File: src/rtl/div_ctrl_pkg.sv
// Shared definitions for the RV32M divide path: op and state encodings,
// the iteration counter bus and the common register-width types.
package div_ctrl_pkg;

    typedef logic [31:0] RegBus;
    localparam RegBus ZeroWord = 32'h0000_0000;

    typedef logic [5:0] DivCntBus;

    localparam logic [1:0] DivOpDiv  = 2'b00;
    localparam logic [1:0] DivOpDivu = 2'b01;
    localparam logic [1:0] DivOpRem  = 2'b10;
    localparam logic [1:0] DivOpRemu = 2'b11;

    typedef enum logic [1:0] {
        DivIdle = 2'b00,
        DivBusy = 2'b01,
        DivDone = 2'b10
    } div_state_e;

    // DIV and REM treat their operands as two's complement
    function automatic logic div_op_signed(input logic [1:0] op);
        return ~op[0];
    endfunction

    // REM and REMU return the remainder, DIV and DIVU the quotient
    function automatic logic div_op_is_rem(input logic [1:0] op);
        return op[1];
    endfunction

endpackage

File: src/rtl/div_step.sv
// One restoring shift-subtract iteration. The shifted partial remainder
// carries an extra bit so divisors with the MSB set compare correctly.
module div_step #(
    parameter int XLEN = 32
) (
    input  logic [XLEN-1:0] rem_i,
    input  logic [XLEN-1:0] quo_i,
    input  logic [XLEN-1:0] divisor_i,
    output logic [XLEN-1:0] rem_o,
    output logic [XLEN-1:0] quo_o
);

    logic [XLEN:0] shifted;
    logic [XLEN:0] diff;

    // shift in the next dividend bit, subtract when it fits
    always_comb begin
        shifted = {rem_i, quo_i[XLEN-1]};
        diff    = shifted - {1'b0, divisor_i};
        rem_o   = shifted[XLEN-1:0];
        quo_o   = {quo_i[XLEN-2:0], 1'b0};
        if (shifted >= {1'b0, divisor_i}) begin
            rem_o    = diff[XLEN-1:0];
            quo_o[0] = 1'b1;
        end
    end

endmodule

File: src/rtl/div_ctrl.sv
// RV32M divide sequencer: latches a request from ex, runs XLEN restoring
// iterations on operand magnitudes, applies sign fixup and holds the result
// until ex drops its request. Stalls the pipeline from the request cycle.
// Optional macro DIV_ZERO_FASTPATH_EN: a zero divisor skips the iterations
// and completes on the cycle after the request.
module div_ctrl
    import div_ctrl_pkg::*;
#(
    parameter int XLEN  = 32,
    parameter int CNT_W = 6
) (
    input  logic            clk,
    input  logic            rst,
    input  logic            start_i,
    input  logic [1:0]      op_i,
    input  logic [XLEN-1:0] dividend_i,
    input  logic [XLEN-1:0] divisor_i,
    input  logic            annul_i,
    output logic            busy_o,
    output logic            stall_req_o,
    output logic            ready_o,
    output logic [XLEN-1:0] result_o
);

    div_state_e state, state_nxt;

    logic [CNT_W-1:0] cnt;
    logic [1:0]       op_q;
    logic             neg_quo_q;   // signed op with differing operand signs
    logic             neg_rem_q;   // signed op with negative dividend
    logic             zero_q;      // divisor was zero
    logic [XLEN-1:0]  dvd_q;       // original dividend, for divide-by-zero remainder
    logic [XLEN-1:0]  dvs_q;
    logic [XLEN-1:0]  rem_q;
    logic [XLEN-1:0]  quo_q;

    logic [XLEN-1:0]  step_rem, step_quo;
    logic             accept;
    logic             last_iter;
    logic             dvd_neg, dvs_neg;
    logic [XLEN-1:0]  quo_fix, rem_fix, res;

    assign accept    = (state == DivIdle) && start_i && !annul_i;
    assign last_iter = (cnt == CNT_W'(XLEN-1));
    assign dvd_neg   = div_op_signed(op_i) && dividend_i[XLEN-1];
    assign dvs_neg   = div_op_signed(op_i) && divisor_i[XLEN-1];

    div_step #(.XLEN(XLEN)) u_step (
        .rem_i     (rem_q),
        .quo_i     (quo_q),
        .divisor_i (dvs_q),
        .rem_o     (step_rem),
        .quo_o     (step_quo)
    );

    // state register
    always_ff @(posedge clk) begin
        if (rst) state <= DivIdle;
        else     state <= state_nxt;
    end

    // next state: annul wins, DONE waits for ex to drop start
    always_comb begin
        state_nxt = state;
        if (annul_i) begin
            state_nxt = DivIdle;
        end else begin
            case (state)
                DivIdle: if (start_i) begin
`ifdef DIV_ZERO_FASTPATH_EN
                    state_nxt = (divisor_i == '0) ? DivDone : DivBusy;
`else
                    state_nxt = DivBusy;
`endif
                end
                DivBusy: if (last_iter) state_nxt = DivDone;
                DivDone: if (!start_i)  state_nxt = DivIdle;
                default: state_nxt = DivIdle;
            endcase
        end
    end

    // operand latch on accept, one iteration per BUSY cycle
    always_ff @(posedge clk) begin
        if (rst) begin
            cnt       <= '0;
            op_q      <= '0;
            neg_quo_q <= 1'b0;
            neg_rem_q <= 1'b0;
            zero_q    <= 1'b0;
            dvd_q     <= '0;
            dvs_q     <= '0;
            rem_q     <= '0;
            quo_q     <= '0;
        end else if (accept) begin
            cnt       <= '0;
            op_q      <= op_i;
            neg_quo_q <= dvd_neg ^ dvs_neg;
            neg_rem_q <= dvd_neg;
            zero_q    <= (divisor_i == '0);
            dvd_q     <= dividend_i;
            dvs_q     <= dvs_neg ? -divisor_i : divisor_i;
            quo_q     <= dvd_neg ? -dividend_i : dividend_i;
            rem_q     <= '0;
        end else if (state == DivBusy && !annul_i) begin
            cnt   <= cnt + 1'b1;
            rem_q <= step_rem;
            quo_q <= step_quo;
        end
    end

    // sign fixup; divide-by-zero bypasses it
    always_comb begin
        quo_fix = neg_quo_q ? -quo_q : quo_q;
        rem_fix = neg_rem_q ? -rem_q : rem_q;
        if (zero_q) begin
            quo_fix = '1;
            rem_fix = dvd_q;
        end
        res = div_op_is_rem(op_q) ? rem_fix : quo_fix;
    end

    // outputs: stall covers the request cycle and all of BUSY
    always_comb begin
        busy_o      = (state == DivBusy);
        stall_req_o = !annul_i && !rst &&
                      ((state == DivBusy) || ((state == DivIdle) && start_i));
        ready_o     = (state == DivDone) && !annul_i;
        result_o    = ((state == DivDone) && !annul_i) ? res : '0;
    end

endmodule
File: config.mk
export PLATFORM = sky130hd
export DESIGN_NAME = div_ctrl
export DESIGN_NICKNAME = d
export VERILOG_FILES = /design/src/rtl/div_ctrl_pkg.sv /design/src/rtl/div_step.sv /design/src/rtl/div_ctrl.sv
export SDC_FILE = /design/constraint.sdc
export NUM_CORES = 1
export LEC_CHECK = 0
export BUFFER_PORTS_ARGS = -buffer_cell sky130_fd_sc_hd__buf_2
export CORE_UTILIZATION = 59
export DETAILED_ROUTE_END_ITERATION = 6
export MAX_ROUTING_LAYER = met4
export PLACE_DENSITY_LB_ADDON = 0.1
export SLEW_MARGIN = 20
export SYNTH_ARGS = -nofsm -noshare
export SYNTH_HDL_FRONTEND = slang
export SYNTH_SLANG_ARGS = --single-unit
export TNS_END_PERCENT = 100
File: constraint.sdc
create_clock -name clk -period 6.29 [get_ports clk]
set_input_delay 0.9435 -clock clk [delete_from_list [all_inputs] [get_ports clk]]
set_output_delay 0.9435 -clock clk [all_outputs]
set_load 0.02 [all_outputs]
# Yosys cells after proc, flatten, opt, wreduce, memory -nomap -nowiden
# Index checks and enable logic that the tools add are counted.
[op_classes] n_bitwise=2 magnitude_cmp=1 muxes=16 eq_ne=6 reduce_logical=17 n_addsub=6
[ops] op="two-way mux 32 bit" count=11
[ops] op="negation 32 bit" count=4
[ops] op=">= comparator 33 x 32 -> 1 bit" count=1
[ops] op="zero test 32 bit" count=1
[ops] op="subtractor 32 bit" count=1
[ops] op="logical AND 1 bit" count=8
[ops] op="adder 6 x 1 -> 6 bit (second input constant)" count=1
[ops] op="== test 6 x 5 -> 1 bit (second input constant)" count=1
[ops] op="two-way mux 2 bit" count=3
[ops] op="case mux 2 bit (3 select lines)" count=1
[ops] op="inequality test 2 bit (second input constant)" count=2
[ops] op="OR reduction 2 bit" count=2
[ops] op="AND reduction 3 bit" count=1
[ops] op="== test 2 x 1 -> 1 bit (second input constant)" count=1
[ops] op="== test 2 bit (second input constant)" count=1
[ops] op="zero test 1 bit" count=2
[ops] op="zero test 2 bit" count=1
[ops] op="inequality test 2 x 1 -> 1 bit (second input constant)" count=1
[ops] op="nonzero test 2 bit" count=1
[ops] op="logical OR 1 bit" count=1
[ops] op="two-way mux 1 bit" count=1
[ops] op="inverter 1 bit" count=1
[ops] op="bitwise XOR 1 bit" count=1
[totals] register_bits=141 elab_cells=58

# Depth between registers and ports, before layout
# Gate-level depths: netlist (run 1).
[logic_depth] ltp_word=5 ltp_mapped=13

# Modules after synthesis
# From an unflattened synthesis (run 1), not the netlist that was laid out.
[unflattened] hier_cells=1514 area_unflattened_um2=11148.2
[modules_own_cells] module="div_ctrl" seq_area_each_um2=2802.7 area_each_um2=8584.5 instances=1 cells_each=1160
[modules_own_cells] module="div_step" seq_area_each_um2=0.0 area_each_um2=2563.7 instances=1 cells_each=354

# Least setup slack after synthesis (run 1)
# No wires, ideal clock.
[synth_timing] kind="register to output" from="reg quo_q[6]" to="out result_o[29]" path_stages_with_launch=8 path_buffers=0 t_required_ns=5.346 setup_slack_ns=2.373 arrival_ns=2.974 path_cell_list="dfxtp_1 -> or4_4 -> or3_4 -> or4_4 -> or3_4 -> o31ai_2 -> xor2_1 -> a221oi_1"
[synth_between] elab_chain_cells=5
[synth_rtl] item="from (decl)" line_no="div_ctrl.sv:35" rtl="logic [XLEN-1:0] quo_q;"
[synth_rtl] item="from (signal assigned)" line_no="div_ctrl.sv:103" rtl="quo_q <= dvd_neg ? -dividend_i : dividend_i;"
[synth_rtl] item="from (signal assigned)" line_no="div_ctrl.sv:108" rtl="quo_q <= step_quo;"
[synth_rtl] item="negation 32 bit" line_no="div_ctrl.sv:114" rtl="quo_fix = neg_quo_q ? -quo_q : quo_q;"
[synth_rtl] item="two-way mux 32 bit" line_no="div_ctrl.sv:114"
[synth_rtl] item="two-way mux 32 bit" line_no="div_ctrl.sv:116" rtl="if (zero_q) begin"
[synth_rtl] item="two-way mux 32 bit" line_no="div_ctrl.sv:120" rtl="res = div_op_is_rem(op_q) ? rem_fix : quo_fix;"
[synth_rtl] item="two-way mux 32 bit" line_no="div_ctrl.sv:129" rtl="result_o = ((state == DivDone) && !annul_i) ? res : '0;"
[synth_rtl] item="to (decl)" line_no="div_ctrl.sv:22" rtl="output logic [XLEN-1:0] result_o"
# Every way passes these cells.

# Worst setup path in the final report (run 1)
# Same ends and word-level chain as after synthesis.

==> metrics.md, run 1 <==
| Metric | Value |
|---|---|
| Worst stage delay on the critical path | about 0.55 ns |
| Hold Crit Start | dvs_q[27]$_SDFFE_PP0P_ |
| Hold worst-path end | dvs_q[27]$_SDFFE_PP0P_ |
| Mapped Area | 10,600 µm² |
| Peak supply drop | 0.204 mV |
| DR vias | between 10,000 and 15,000 |
| Dpl hpwl | around 23,000 µm |
| Final hold vios | 0 |
| Syn Nets | roughly 1,600 |
| Period utilization | 0.701 |
| Post-CTS resize count | 0 |
| Flop pwr share | 0.367 |
| Routed vias/inst | 6.42 |
| CTS root buf | clkbuf_16 |
| Initial Utilization | 0.607 |
| IO buf count | about 100 |
| Setup Total Neg Slack | 0 ns |
| Max-cap violations | 0 |
| Post-route minimum period | 4.41 ns |
| Nets | roughly 1,600 |
| Reg2Reg Launch Point | quo_q[31]$_SDFFE_PP0P_ |
| Max Slew Vio Count | 0 |
| Slew HR | 0.215 |
| Die height | 136 µm |
| Die area | 18,500 µm² |
| Hold Buf Count CTS | 0 |
| Die X | 136 µm |
| Mapped Cells | between 1,000 and 1,500 |
| Std cell rows | 48 |
| DRT iter0 DRCs | ~1,400 |
| # IOs | 105 |
| WP buf/inv | 1 |
| Dominant cell type by area after synthesis | dfxtp_1 |
| Antenna viol nets, final | 0 |
| Highest-count cells in the layout ignoring fill and taps | nand2_1, nor2_1, dfxtp_1 |
| Top post-synthesis cells by area | dfxtp_1, nand2_1, a21oi_1 |
| Area delta synth->final | 11.1% |
| Aggregate global-route resource usage | 0.370 |
| CTS sink cnt | 140 |
| N_diodes | 0 |
| Post-CTS setup buffers | 0 |
| Critical path class | flip-flop to output port |
| Synth async-reset ratio | 0 |
| Worst min-delay path class | flip-flop to flip-flop |
| Switching part of the total | 0.335 |
| Clock slew at reported path FFs | about 0.06 ns |
| Comb pwr share | 0.260 |
| # DRC | 0 |
| Clock share of power | 0.372 |
| Crit path cell chain | or4_4 > or3_4 > or4_4 > or3_4 > o31ai_2 > xor2_1 > a221oi_1 > buf_2 |
| Setup crit end kind | output port |
| CP Launch Type | flip-flop |
| Tightest Pin Transition | around 1.2 ns |
| FF-to-FF setup slack | about 2.4 ns |
| Final setup violation count | 0 |
| Setup Skew | between 0.008 and 0.009 ns |
| Clk Latency, worst-skew pair | 0.43 ns |
| P_sw | 0.000900 W |
| Vias in the first global route | roughly 9,600 |
| Netlist cell types | slightly above 70 |
| Largest net degree at the start of global routing | approximately 100 |
| Layout cells sized above 1 | 0.128 |
| Pwr Total | between 0.002 and 0.003 W |
| Htree depth | 4 |
| RSZ-0062 raised after global routing | no |
| Seq cells post-synth | 140 |
| Max Fclk | around 230 MHz |
| Avg Cell Area, Syn | about 7.3 µm² |
| Slowest stage cell, crit path | or4_4 |
| Area share of the largest cell type after synthesis | 0.265 |
| Core Area | approximately 17,000 µm² |
| Outcome | finished, final reports clean |
| First-pass GRT wire length | between 50,000 and 60,000 µm |
| Placer Congestion | 0.973 |
| Ys Warns | 0 |
| Clk buf depth | 2 |
| CTS tree | built |
| Worst EP required | 5.35 ns |
| Filler instances | between 1,500 and 2,000 |
| Initial antenna violation count | 0 |
| Global route overflow | 0 |
| PwrDens | between 200 and 250 nW/µm² |
| Critical path fanouts, max | 7 |
| Data arrival time of the worst path | ~3.5 ns |
| Post-synth top flop | dfxtp_1 |
| Hold Path Cell Cnt | 2 |
| FF-to-FF End | rem_q[24]$_SDFFE_PP0P_ |
| Avg WL per Cell | 19.1 µm |
| Internal power | 0.00179 W |
| Post-synth EDFFs | 0 |
| Final wirelength | around 33,000 µm |
| Lkg Pwr | 4.60 nW |
| Pre-antenna DRT Iters | 6 |
| Register area share after synthesis | 0.265 |
| Commonest non-fill, non-tap cell in the layout | nand2_1 |
| R2R cell count | 12 |
| TritonCTS buffer count | 17 |
| Worst path top cell family by delay | simple AND/OR/NAND/NOR gates |
-- cell usage after synthesis (7+ instances only) --
library cell,n
dfxtp_1,140
clkbuf_1,72
and3_1,13
xnor2_1,73
o41ai_1,14
a31oi_1,12
nand2b_1,7
a221oi_1,17
ha_1,37
xor2_1,68
or3_1,16
a211oi_1,32
o21ai_0,90
mux2i_1,25
a21o_1,14
buf_1,15
nor3_1,23
nand2_1,205
nand3_1,25
nor2_1,145
o22ai_1,23
a311oi_1,25
or4_1,15
nand4_1,18
a21oi_1,129
or2_2,7
nor2b_1,7
nor4_1,14
o31ai_1,21
o211ai_1,11
inv_1,56
-- tightest hold or removal path, stage by stage, from the launching register on --
cell	delay (ns)
dfxtp_1	0.31
nand2_1	0.05
a21oi_1	0.05
-- area by class of cell --
cell class | count | area [µm²] | share of cell area
clock buffer | 18 | 429 | 0.0366
sequential | 140 | 2810 | 0.239
tap | 225 | 282 | 0.0240
clock inverter | 14 | 146 | 0.0125
multi-input combinational | 1153 | 7220 | 0.615
timing repair buffer | 121 | 651 | 0.0554
inverter | 56 | 210 | 0.0179
-- state kept, by name, summed over array words and instances (netlist names) --
name / count
cnt: 6
dvd_q: 32
dvs_q: 32
neg_quo_q: 1
neg_rem_q: 1
op_q: 1
quo_q: 32
rem_q: 32
state: 2
zero_q: 1
-- layer usage --
layer  wire length [µm]  global-route usage  vias up
met3               3020              0.0548       77
met1              14900               0.522     5107
met4                836               0.116        0
met2              14300               0.537      596
li1                   -                   -     5306
met5                  0                   -        -
-- through the flow --
| step | instance area [µm²] | util | std cells | hold slack (ns) | setup WS (ns) |
|---|---|---|---|---|---|
| 6_report | 11700 | 0.674 | 1727 | 0.453 | 1.88 |
| 5_1_grt | 11700 | 0.674 | 1727 | 0.475 | 1.78 |
| 3_5_place_dp | 11200 | 0.641 | 1695 | 0.447 | 2.37 |
| 3_3_place_gp | 11200 | 0.641 | 1695 | 0.442 | 2.38 |
| 2_1_floorplan | 10600 | - | 1442 | 0.432 | 2.37 |
| 4_1_cts | 11700 | 0.674 | 1727 | 0.454 | 1.90 |
-- how the worst max path moves through the flow --
| stage | from | endpoint | cells past startpoint | slack, ns |
|---|---|---|---|---|
| 2_1_floorplan | quo_q[6]$_SDFFE_PP0P_ | result_o[29] | 7 | 2.37 |
| 3_3_place_gp | quo_q[6]$_SDFFE_PP0P_ | result_o[29] | 8 | 2.38 |
| 3_5_place_dp | quo_q[6]$_SDFFE_PP0P_ | result_o[29] | 8 | 2.37 |
| 4_1_cts | quo_q[6]$_SDFFE_PP0P_ | result_o[29] | 8 | 1.90 |
| 5_1_grt | quo_q[6]$_SDFFE_PP0P_ | result_o[29] | 8 | 1.78 |
| 6_report | quo_q[6]$_SDFFE_PP0P_ | result_o[29] | 8 | 1.88 |
-- cell families (layout without fill, tap and decap cells) --
family,Yosys count,in the layout,share of synthesized area
AOI/OAI and AO/OA,426,426,0.264
xor gates and xnor gates,141,141,0.117
adders and majority gates,38,38,0.0457
buffers and inverters,149,209,0.0539
DFF,140,140,0.265
muxes,27,27,0.0258
and+or+nand+nor,521,521,0.229
-- power groups by stage --
stage | clock, W | sequential (W) | combinational, W
after floorplan | 0 | 0.000983 | 0.000518
after global placement | 0 | 0.00100 | 0.000674
after detailed placement | 0 | 0.00101 | 0.000681
after CTS | 0.00101 | 0.000986 | 0.000686
after global routing | 0.00104 | 0.000993 | 0.000765
final | 0.00100 | 0.000988 | 0.000700
(Power assumes the default switching activity.)
==> inputs of run 2 (changes only) <==
- CORE_UTILIZATION: 59 -> 55
- clock period: 6.29 -> 3.55 ns (I/O delays scaled with it)
==> metrics.md, run 2 (synthesis gave the netlist of run 1 again) <==
| Metric | Value |
|---|---|
| Outcome | complete, but fails checks |
| Violated checks | DRC, setup timing |
| Tightest Pin Transition | between 0.9 and 1 ns |
| Largest net degree at the start of global routing | 110 |
| N_diodes | 0 |
| PwrDens | 402 nW/µm² |
| Global route overflow | 0 |
| CP Launch Type | flip-flop |
| Max-cap violations | 0 |
| Final wirelength | about 34,000 µm |
| Placer Congestion | 0.964 |
| IO buf count | approximately 100 |
| TritonCTS buffer count | 17 |
| Aggregate global-route resource usage | 0.356 |
| Peak supply drop | about 0.34 mV |
| Commonest non-fill, non-tap cell in the layout | nand2_1 |
| CTS tree | built |
| Worst EP required | around 3.0 ns |
| Core Area | around 19,000 µm² |
| Critical path class | flip-flop to output port |
| Initial Utilization | 0.563 |
| RSZ-0062 raised after global routing | yes |
| CTS sink cnt | 140 |
| Pwr Total | 0.00497 W |
| Htree depth | 4 |
| CTS root buf | clkbuf_16 |
| Post-route minimum period | approximately 3.8 ns |
| Layout cells sized above 1 | 0.170 |
| # DRC | 1 |
| Initial antenna violation count | 0 |
| Routed vias/inst | around 6.3 |
| Period utilization | 1.08 |
| Setup Total Neg Slack | -2.82 ns |
| Max Fclk | between 200 and 300 MHz |
| Clk buf depth | 2 |
| Die area | roughly 20,000 µm² |
| Clk Latency, worst-skew pair | around 0.44 ns |
| Highest-count cells in the layout ignoring fill and taps | nand2_1, nor2_1, dfxtp_1 |
| DR vias | between 10,000 and 15,000 |
| Pre-antenna DRT Iters | 7 |
| Die height | 141 µm |
| Lkg Pwr | approximately 4.9 nW |
| Nets | 1,642 |
| Critical path fanouts, max | 5 |
| Max Slew Vio Count | 0 |
| Area delta synth->final | 17.0% |
| Antenna viol nets, final | 0 |
| Final hold vios | 0 |
| First-pass GRT wire length | about 54,000 µm |
| Worst min-delay path class | input pin to flip-flop |
| Avg WL per Cell | around 19 µm |
| Filler instances | between 1,500 and 2,000 |
| Slew HR | 0.381 |
| Std cell rows | 50 |
| Hold Buf Count CTS | 0 |
| Dpl hpwl | about 25,000 µm |
| Final Worst Setup Slack | -0.273 ns |
| Data arrival time of the worst path | roughly 3.3 ns |
| # IOs | around 110 |
| Vias in the first global route | ~10,000 |
| Setup Skew | approximately 0.013 ns |
| Clock slew at reported path FFs | ~0.07 ns |
| Setup crit end kind | output port |
| DRT iter0 DRCs | 1,021 |
| Final setup violation count | 15 |
| Die X | between 100 and 150 µm |
run 2: cell types whose count changed in the layout (fill, tap and decap cells not counted), moves of 4 or more:
cell	change
buf_4	+51
buf_2	-11
o21ai_0	-10
inv_6	+6
o21ai_1	+6
clkinvlp_4	-4
o21ai_2	+4
o31ai_1	-4
o31ai_4	+4
run 2: final timing paths:
| path | cells past startpoint | slack [ns] | endpoint | from |
|---|---|---|---|---|
| hold reg to reg | 2 | 0.45 | dvd_q[22]$_SDFFE_PP0P_ | dvd_q[22]$_SDFFE_PP0P_ |
| hold / removal | 3 | 0.35 | op_q[1]$_SDFFE_PP0P_ | op_i[1] |
| setup / recovery | 10 | -0.27 | result_o[21] | quo_q[14]$_SDFFE_PP0P_ |
| setup reg to reg | 14 | 0.25 | rem_q[26]$_SDFFE_PP0P_ | quo_q[31]$_SDFFE_PP0P_ |
run 2: final cells by class:
type / count / area (µm²) / share of cell area
clock inverter: 15 / 178 / 0.0144
inverter: 56 / 210 / 0.0170
sequential: 140 / 2810 / 0.227
timing repair buffer: 166 / 1050 / 0.0851
multi-input combinational: 1153 / 7390 / 0.598
clock buffer: 17 / 425 / 0.0344
tap: 234 / 293 / 0.0237
run 2: worst max-delay path, cell delays in order, from the launching register on:
cell and delay (ns):
dfxtp_1 0.39, or3_4 0.42, or3_1 0.35, or4_4 0.57, buf_6 0.16, o41ai_4 0.32, xor2_1 0.18, o21ai_1 0.08
o22ai_1 0.12, nor2_1 0.07, buf_4 0.20
run 2: repair_timing:
action,4_1_cts,5_1_grt
setup endpoints to repair,17,23
gates resized for setup,36,25
buffers inserted,5,4
pin swaps,21,15
run 2: per-layer routing:
metal,part of all wire,GRT usage,vias up
met4,0.016,0.0892,0
met3,0.075,0.0557,44
met2,0.44,0.531,481
met1,0.47,0.499,5295
li1,-,-,5382
met5,0,-,-
run 2: metrics by stage:
step / std cells / setup slack [ns] / hold WS, ns / instance area, µm² / utilization
final: 1781 / -0.273 / 0.347 / 12400 / 0.659
after global routing: 1781 / -0.425 / 0.352 / 12400 / 0.659
after CTS: 1777 / -0.315 / 0.334 / 12200 / 0.652
after global placement: 1740 / 0.104 / 0.441 / 11500 / 0.611
after detailed placement: 1740 / 0.0625 / 0.446 / 11500 / 0.611
after floorplan: 1442 / 0.0437 / 0.432 / 10600 / -
run 2: power by group:
part	leakage [nW]	switching, W	internal, W
clock	0.291	0.000805	0.00106
combinational	3.44	0.000799	0.000553
sequential	1.15	0.0000974	0.00165
